[src/rtl/ddr_amm_arbiter.sv]
// Two-requester Avalon-MM arbiter for the DDR EMIF port with read-tag return steering.
// Define DDR_ARB_FIXED_PRIO_EN to make requester 0 always win contention instead of round-robin.
module ddr_amm_arbiter #(
   parameter int unsigned MAX_OUTSTANDING = 4,
   parameter int unsigned ADDR_W          = 25,
   parameter int unsigned DATA_W          = 256,
   parameter int unsigned BE_W            = 32,
   parameter int unsigned BC_W            = 7
) (
   input  logic              avalon_clk,
   input  logic              avalon_reset,
   input  logic              setup_done,
   input  logic [ADDR_W-1:0] r0_addr,
   input  logic [DATA_W-1:0] r0_writedata,
   input  logic [BE_W-1:0]   r0_byteenable,
   input  logic [BC_W-1:0]   r0_burstcount,
   input  logic              r0_read,
   input  logic              r0_write,
   output logic              r0_ready,
   output logic [DATA_W-1:0] r0_readdata,
   output logic              r0_readdatavalid,
   input  logic [ADDR_W-1:0] r1_addr,
   input  logic [DATA_W-1:0] r1_writedata,
   input  logic [BE_W-1:0]   r1_byteenable,
   input  logic [BC_W-1:0]   r1_burstcount,
   input  logic              r1_read,
   input  logic              r1_write,
   output logic              r1_ready,
   output logic [DATA_W-1:0] r1_readdata,
   output logic              r1_readdatavalid,
   output logic [ADDR_W-1:0] amm_addr,
   output logic [DATA_W-1:0] amm_writedata,
   output logic [BE_W-1:0]   amm_byteenable,
   output logic [BC_W-1:0]   amm_burstcount,
   output logic              amm_read,
   output logic              amm_write,
   input  logic [DATA_W-1:0] amm_readdata,
   input  logic              amm_readdatavalid,
   input  logic              amm_ready,
   output logic              err_unexpected_rdata
);

   localparam int unsigned PTR_W = $clog2(MAX_OUTSTANDING);

   typedef enum logic [1:0] {IDLE, GRANT_RD, GRANT_WR} state_t;

   state_t            state;
   logic              gnt_id;
   logic [ADDR_W-1:0] addr_q;
   logic [BC_W-1:0]   bc_q;
   logic [BC_W-1:0]   beat_cnt;

   logic [PTR_W:0]    wr_ptr;
   logic [PTR_W:0]    rd_ptr;
   logic              tag_id [MAX_OUTSTANDING];
   logic [BC_W-1:0]   tag_bc [MAX_OUTSTANDING];
   logic [BC_W-1:0]   ret_cnt;

   logic              fifo_full, fifo_empty, push, pop, head_id, beat_ok;
   logic [BC_W-1:0]   head_bc;
   logic              elig0, elig1, win_id, win_wr;
   logic [BC_W-1:0]   win_bc;
   logic              sel_rd, sel_wr, cmd_acc;

   function automatic logic [BC_W-1:0] eff_bc(input logic [BC_W-1:0] bc);
      return (bc == '0) ? BC_W'(1) : bc;
   endfunction

   // Arbitration: eligibility, winner selection and the winner's command type
   assign elig0  = setup_done & (r0_write | (r0_read & ~fifo_full));
   assign elig1  = setup_done & (r1_write | (r1_read & ~fifo_full));
`ifdef DDR_ARB_FIXED_PRIO_EN
   assign win_id = ~elig0;
`else
   logic last_id;
   assign win_id = (elig0 & elig1) ? ~last_id : elig1;

   always_ff @(posedge avalon_clk or posedge avalon_reset) begin
      if (avalon_reset)                          last_id <= 1'b1;
      else if (state == IDLE && (elig0 | elig1)) last_id <= win_id;
   end
`endif
   assign win_wr = win_id ? r1_write : r0_write;
   assign win_bc = eff_bc(win_id ? r1_burstcount : r0_burstcount);

   // Address and burstcount are captured at grant so they hold for the whole burst;
   // write data and byteenable follow the granted requester beat by beat.
   assign sel_rd = gnt_id ? r1_read  : r0_read;
   assign sel_wr = gnt_id ? r1_write : r0_write;

   assign amm_read       = (state == GRANT_RD) & sel_rd;
   assign amm_write      = (state == GRANT_WR) & sel_wr;
   assign amm_addr       = (state == IDLE) ? '0 : addr_q;
   assign amm_burstcount = (state == IDLE) ? '0 : bc_q;
   assign amm_writedata  = (state == GRANT_WR) ? (gnt_id ? r1_writedata : r0_writedata) : '0;
   assign amm_byteenable = (state == IDLE) ? '0 : (gnt_id ? r1_byteenable : r0_byteenable);

   assign cmd_acc  = amm_ready & (amm_read | amm_write);
   assign r0_ready = cmd_acc & ~gnt_id;
   assign r1_ready = cmd_acc & gnt_id;

   always_ff @(posedge avalon_clk or posedge avalon_reset) begin
      if (avalon_reset) begin
         state    <= IDLE;
         gnt_id   <= 1'b0;
         addr_q   <= '0;
         bc_q     <= '0;
         beat_cnt <= '0;
      end else begin
         case (state)
            IDLE: begin
               if (elig0 | elig1) begin
                  gnt_id   <= win_id;
                  addr_q   <= win_id ? r1_addr : r0_addr;
                  bc_q     <= win_bc;
                  beat_cnt <= win_bc;
                  state    <= win_wr ? GRANT_WR : GRANT_RD;
               end
            end
            GRANT_RD: begin
               if (amm_read & amm_ready) state <= IDLE;
            end
            GRANT_WR: begin
               if (amm_write & amm_ready) begin
                  beat_cnt <= beat_cnt - BC_W'(1);
                  if (beat_cnt == BC_W'(1)) state <= IDLE;
               end
            end
            default: state <= IDLE;
         endcase
      end
   end

   // Outstanding-read tag FIFO: {requester id, beats expected}
   assign push       = amm_read & amm_ready;
   assign fifo_empty = (wr_ptr == rd_ptr);
   assign fifo_full  = (wr_ptr[PTR_W] != rd_ptr[PTR_W]) &&
                       (wr_ptr[PTR_W-1:0] == rd_ptr[PTR_W-1:0]);
   assign head_id    = tag_id[rd_ptr[PTR_W-1:0]];
   assign head_bc    = tag_bc[rd_ptr[PTR_W-1:0]];
   assign beat_ok    = amm_readdatavalid & ~fifo_empty;
   assign pop        = beat_ok & ((ret_cnt + BC_W'(1)) == head_bc);

   always_ff @(posedge avalon_clk) begin
      if (push) begin
         tag_id[wr_ptr[PTR_W-1:0]] <= gnt_id;
         tag_bc[wr_ptr[PTR_W-1:0]] <= bc_q;
      end
   end

   always_ff @(posedge avalon_clk or posedge avalon_reset) begin
      if (avalon_reset) begin
         wr_ptr               <= '0;
         rd_ptr               <= '0;
         ret_cnt              <= '0;
         err_unexpected_rdata <= 1'b0;
         r0_readdatavalid     <= 1'b0;
         r1_readdatavalid     <= 1'b0;
         r0_readdata          <= '0;
         r1_readdata          <= '0;
      end else begin
         if (push) wr_ptr <= wr_ptr + (PTR_W+1)'(1);
         if (pop)  rd_ptr <= rd_ptr + (PTR_W+1)'(1);
         if (amm_readdatavalid & fifo_empty) err_unexpected_rdata <= 1'b1;
         if (beat_ok) ret_cnt <= pop ? '0 : ret_cnt + BC_W'(1);
         r0_readdatavalid <= beat_ok & ~head_id;
         r1_readdatavalid <= beat_ok & head_id;
         if (beat_ok & ~head_id) r0_readdata <= amm_readdata;
         if (beat_ok & head_id)  r1_readdata <= amm_readdata;
      end
   end

endmodule

[config.mk]
export PLATFORM = sky130hd
export DESIGN_NAME = ddr_amm_arbiter
export DESIGN_NICKNAME = d
export VERILOG_FILES = /design/src/rtl/ddr_amm_arbiter.sv
export SDC_FILE = /design/constraint.sdc
export NUM_CORES = 2
export LEC_CHECK = 0
export ABC_AREA = 1
export CORE_AREA = 2 2 683 685
export CTS_CLUSTER_SIZE = 16
export DETAILED_ROUTE_END_ITERATION = 10
export DIE_AREA = 0 0 685 687
export PLACE_DENSITY = 0.3
export SETUP_SLACK_MARGIN = 0.15
export SLEW_MARGIN = 20
export SYNTH_ARGS = -nofsm -noshare
export SYNTH_HDL_FRONTEND = slang
export SYNTH_SLANG_ARGS = --single-unit
export TNS_END_PERCENT = 50
[constraint.sdc]
create_clock -name avalon_clk -period 34.1 [get_ports avalon_clk]
set_input_delay 10.23 -clock avalon_clk [delete_from_list [all_inputs] [get_ports avalon_clk]]
set_output_delay 10.23 -clock avalon_clk [all_outputs]
set_load 0.05 [all_outputs]
---- After elaboration in Yosys (flattened, before gate mapping) ----
Memories as Yosys holds them, arrays and structs flattened.
Cells that the tools add are included.
word-level totals
  word-level logic and storage cells ...... 90
  memories ................................ 2
  bits in writable memories ............... 32
  register bits after elaboration ......... 571
  bits of input ports ..................... 905
operators by class
  reductions and logical operators ........ 8
  eq/ne operators ......................... 11
  multiplexer cells ....................... 25
  add/subtract/negate cells ............... 4
  bitwise logic cells ..................... 26
memories
  name    depth  width  rd ports  clocked after memory_dff  write ports  line  RTL
  tag_bc  4      7      1         0                         1            56    logic [BC_W-1:0] tag_bc [MAX_OUTSTANDING];
  tag_id  4      1      1         0                         1            55    logic tag_id [MAX_OUTSTANDING];
operators with widths
  operator               number
  $mux W256              2
  $mux W32               2
  $mux W25               2
  $mux W7                6
  $and A1 B1 Y1          17
  $pmux W7 S2            1
  $mux W2                5
  $add A7 B1 Y7 const B  1
  $eq A7 B1 Y1 const B   1
  $eq A7 B7 Y1           1
  $logic_not A7 Y1       1
  $sub A7 B1 Y7 const B  1
  $add A3 B1 Y3 const B  2
  $mux W1                6
  $ne A2 B1 Y1 const B   3
  $pmux W2 S3            1
  $not A1 Y1             5
  $or A1 B1 Y1           4
  $reduce_and A4 Y1      1
  $eq A3 B3 Y1           1
  $reduce_and A3 Y1      1
  $eq A2 B1 Y1 const B   1
  $eq A2 B2 Y1           1
  $eq A2 B2 Y1 const B   1
  6 further kinds        7

---- Logic depth before layout (Yosys ltp) ----
  word-level depth ........................ 13
  depth in mapped cells ................... 16
  depth with buffers taken out ............ 15

---- Worst setup path after synthesis ----
No wires, ideal clock.
  kind .................................... input to output
  from .................................... input r0_read
  to ...................................... output r0_ready
  setup slack ............................. 11618 ps
  data arrival time ....................... 12252 ps
  stages .................................. 4
  required time ........................... 23870 ps
  buffers on the path ..................... 0
  cells stage by stage .................... o21ai_0 > nor2_1 > nand2_1 > a21oi_1
on the way
  word-level cells in the longest chain between the ends .. 5
ends and longest elaborated chain
  what                line  RTL
  start: declaration  17    input logic r0_read,
  $mux W1             88    assign sel_rd = gnt_id ? r1_read : r0_read;
  $and A1 B1 Y1       91    assign amm_read = (state == GRANT_RD) & sel_rd;
  net amm_read        35    output logic amm_read,
  $or A1 B1 Y1        98    assign cmd_acc = amm_ready & (amm_read | amm_write);
  $and A1 B1 Y1       98
  $and A1 B1 Y1       99    assign r0_ready = cmd_acc & ~gnt_id;
  end: declaration    19    output logic r0_ready,
The timed path passes the listed nets, and every way through them passes these cells.

---- Final worst setup path ----
  from .................................... input r1_read
  to ...................................... output r1_ready
on the way
  word-level cells in the longest chain between the ends .. 5
ends and longest elaborated chain
  what                line  RTL
  start: declaration  26    input logic r1_read,
  $mux W1             88
  $and A1 B1 Y1       91
  $or A1 B1 Y1        98
  $and A1 B1 Y1       98
  $and A1 B1 Y1       100   assign r1_ready = cmd_acc & gnt_id;
  end: declaration    28    output logic r1_ready,
No other way between the ends.

==> flow_metrics.env <==
export IMPL_min_from="last_id"
export IMPL_hold_path_class="reg -> reg"
export IMPL_clk_pin_slew_ps=60
export IMPL_drv_cap=0
export IMPL_vias=27700
export IMPL_grt_max_degree=161
export IMPL_seq_power_share_pct=19.7
export IMPL_reg2regPathDepth=11
export IMPL_pwr_density_cell_nw_per_um2=118
export IMPL_antenna_found_initial=168
export IMPL_wl_mm=294
export IMPL_p_total_uw=6490
export IMPL_cts_hold_buffers=0
export IMPL_yosys_warnings=0
export IMPL_fmax_mhz=42.4
export IMPL_critPathKind="in -> out"
export IMPL_initial_core_util_pct=6.02
export IMPL_swShare_pct=56.2
export IMPL_dp_slack_ps=10530
export IMPL_drt_pass1_iter_count=5
export IMPL_cp_arrival_ps=13350
export IMPL_holdWs_ps=478
export IMPL_maxSlewHeadroom_pct=9.30
export IMPL_drtIter0Drc=1412
export IMPL_gp_congestion=0.988
export IMPL_io_buffers=1743
export IMPL_finalSetupViolations=0
export IMPL_grt_overflow=0
export IMPL_final_max_slew_viol_count=0
export IMPL_cts_max_level=3
export IMPL_power_frac_comb_pct=66.2
export IMPL_final_cell_mix="clkdlybuf4s50_1 (1723), nand2_1 (670), dfrtp_1 (569), a21oi_1 (294), mux2_2 (272)"
export IMPL_min_path_cells=2
export IMPL_final_common_cell="clkdlybuf4s50_1"
export IMPL_synth_area_per_cell_um2=10.9
export IMPL_grt_use_total_pct=12.0
export IMPL_cts_tree="yes"
export IMPL_cts_setup_buffers=0
export IMPL_endpoint_kind="output port"
export IMPL_status="complete, no violations"
export IMPL_ir_drop_v=0.0000413
export IMPL_drive_gt1_share_pct=11.6
export IMPL_crit_start="r1_read"
export IMPL_r2r_start="rd_ptr[0]"
export IMPL_hold_viol_final=0
export IMPL_crit_required_ps=23870
export IMPL_synthArstFlopShare_pct=94.7
export IMPL_rsz0062_at_grt="false"
export IMPL_synth_edf_count=32
export IMPL_final_nets=5165
export IMPL_avgRoutedWirePerCell_um=27.9
export IMPL_p_sw_uw=3650
export IMPL_placed_area_um2=52300
export IMPL_synthFlopType="dfrtp_1"
export IMPL_final_cell_area_um2=55100
export IMPL_syn_num_nets=3476
export IMPL_worstMarginPinSlew_ps=1360
export IMPL_post_cts_resized=0
export IMPL_fp_row_count=250
export IMPL_dp_hpwl_mm=253
export IMPL_die_w_um=685
export IMPL_start_kind="input port"
export IMPL_ctsLongestPathBuffers=3
export IMPL_drtAntennaViolNets=0
export IMPL_post_drt_via_cell_ratio=2.64
export IMPL_layout_worst_path_cycle_share_pct=69.1
export IMPL_p_clk_share_pct=14.1
export IMPL_grt_pass1_vias=28800
export IMPL_leakage_uw=0.0200
export IMPL_die_h_um=687
export IMPL_intPower_uw=2850
export IMPL_path_max_fanout=10
export IMPL_cts_sinks=603
export IMPL_ys_ff_latch=603
export IMPL_synthDistinctLibCells=45
export IMPL_synthCells=2563
export IMPL_fin_crit_ps=23580
export IMPL_fp_dieArea_um2=471000
export IMPL_grt_pass1_wl_mm=361
export IMPL_synthToLayoutAreaGrowth_pct=98.1
export IMPL_seq_area_frac_synth_pct=54.8
export IMPL_syn_cell_area_um2=27800
export IMPL_setup_ws_ps=10520
export IMPL_timing_setup_tns_ps=0
export IMPL_drc_errors=0
export IMPL_num_io_pins=1744
export IMPL_clk_latency_ps=700
export IMPL_clock_root_buffer="clkbuf_16"
export IMPL_coreArea_um2=463000
export IMPL_cts_buffers=82
export IMPL_skew_ps=42.2
metal layers:
layer	track usage [%]	up-vias	part of all wire [%]
met3	4.89	329	9.3
li1	-	12100	-
met4	2.02	80	1.9
met2	22.7	1266	53
met5	0	-	0.17
met1	12.5	14000	35
power groups by stage:
stage | registers, uW | clock network, uW | logic [uW]
final | 1280 | 915 | 4300
after global routing | 1330 | 988 | 4490
after CTS | 1290 | 968 | 4460
after detailed placement | 1300 | 0 | 4450
after global placement | 1290 | 0 | 4460
after floorplan | 2360 | 0 | 1340
cell usage after synthesis (9+ instances only):
cell,number,area share [%]
buf_1,14,0.19
buf_4,9,0.24
mux2_2,272,11
edfxtp_1,32,3.5
a21oi_1,300,5.4
o21ai_0,41,0.74
nand2_1,670,9.0
mux2_1,240,9.7
o22ai_1,10,0.22
clkbuf_1,88,1.2
xor2_1,17,0.53
buf_6,50,2.0
inv_1,57,0.77
buf_2,12,0.22
nor2_1,85,1.1
nand3_1,25,0.45
dfrtp_1,570,51
o22ai_2,15,0.67
sequential cells by signal (all words and copies together), names as in the netlist, 2 cells and up:
register     cells
addr_q          25
bc_q             7
beat_cnt         7
r0_readdata    256
r1_readdata    256
rd_ptr           3
ret_cnt          7
state            2
tag_bc          28
tag_id           4
wr_ptr           3
through the flow:
stage,utilization [%],std cells
floorplan,-,2563
global placement,11.3,10300
detailed placement,11.3,10300
CTS,11.9,10500
global route,11.9,10500
finish,11.9,10500
critical path, cell delays in order:
cell	delay (ps)
clkdlybuf4s50_1	760
nor2_1	130
nor2_1	240
nand2_1	360
a21oi_1	660
clkdlybuf4s50_1	930
logic make-up after synthesis:
family                   after synthesis  synth area share (%)
buffers and inverters                238                  4.75
AND/OR/NAND/NOR                      795                  11.1
flip-flops                           603                  54.8
adder cells (fa/ha/maj)                8                 0.360
XOR/XNOR                              22                 0.719
AO/OA/AOI/OAI                        384                  7.52
multiplexers                         513                  20.7
worst paths after layout:
| kind | to | slack [ps] |
|---|---|---|
| max | r1_ready | 10520 |
| min in group asynchronous | r0_readdata[27] | 10050 |
| min | last_id | 480 |
| min reg2reg | last_id | 480 |
| max reg2reg | r0_readdata[188] | 28840 |
| max in group asynchronous | gnt_id | 21020 |
area by class of cell:
| cell class | instances | area (um^2) |
|---|---|---|
| clock inverters | 29 | 458 |
| well taps | 6174 | 7720 |
| flip-flops and latches | 603 | 15300 |
| inverters | 64 | 258 |
| multi-input cells | 1722 | 11300 |
| clock buffers | 118 | 2330 |
| repair buffers | 1779 | 17700 |
| fillers | 52700 | 407000 |
| diodes | 36 | 90.1 |
Note: power is estimated with default switching activity, not from simulation.
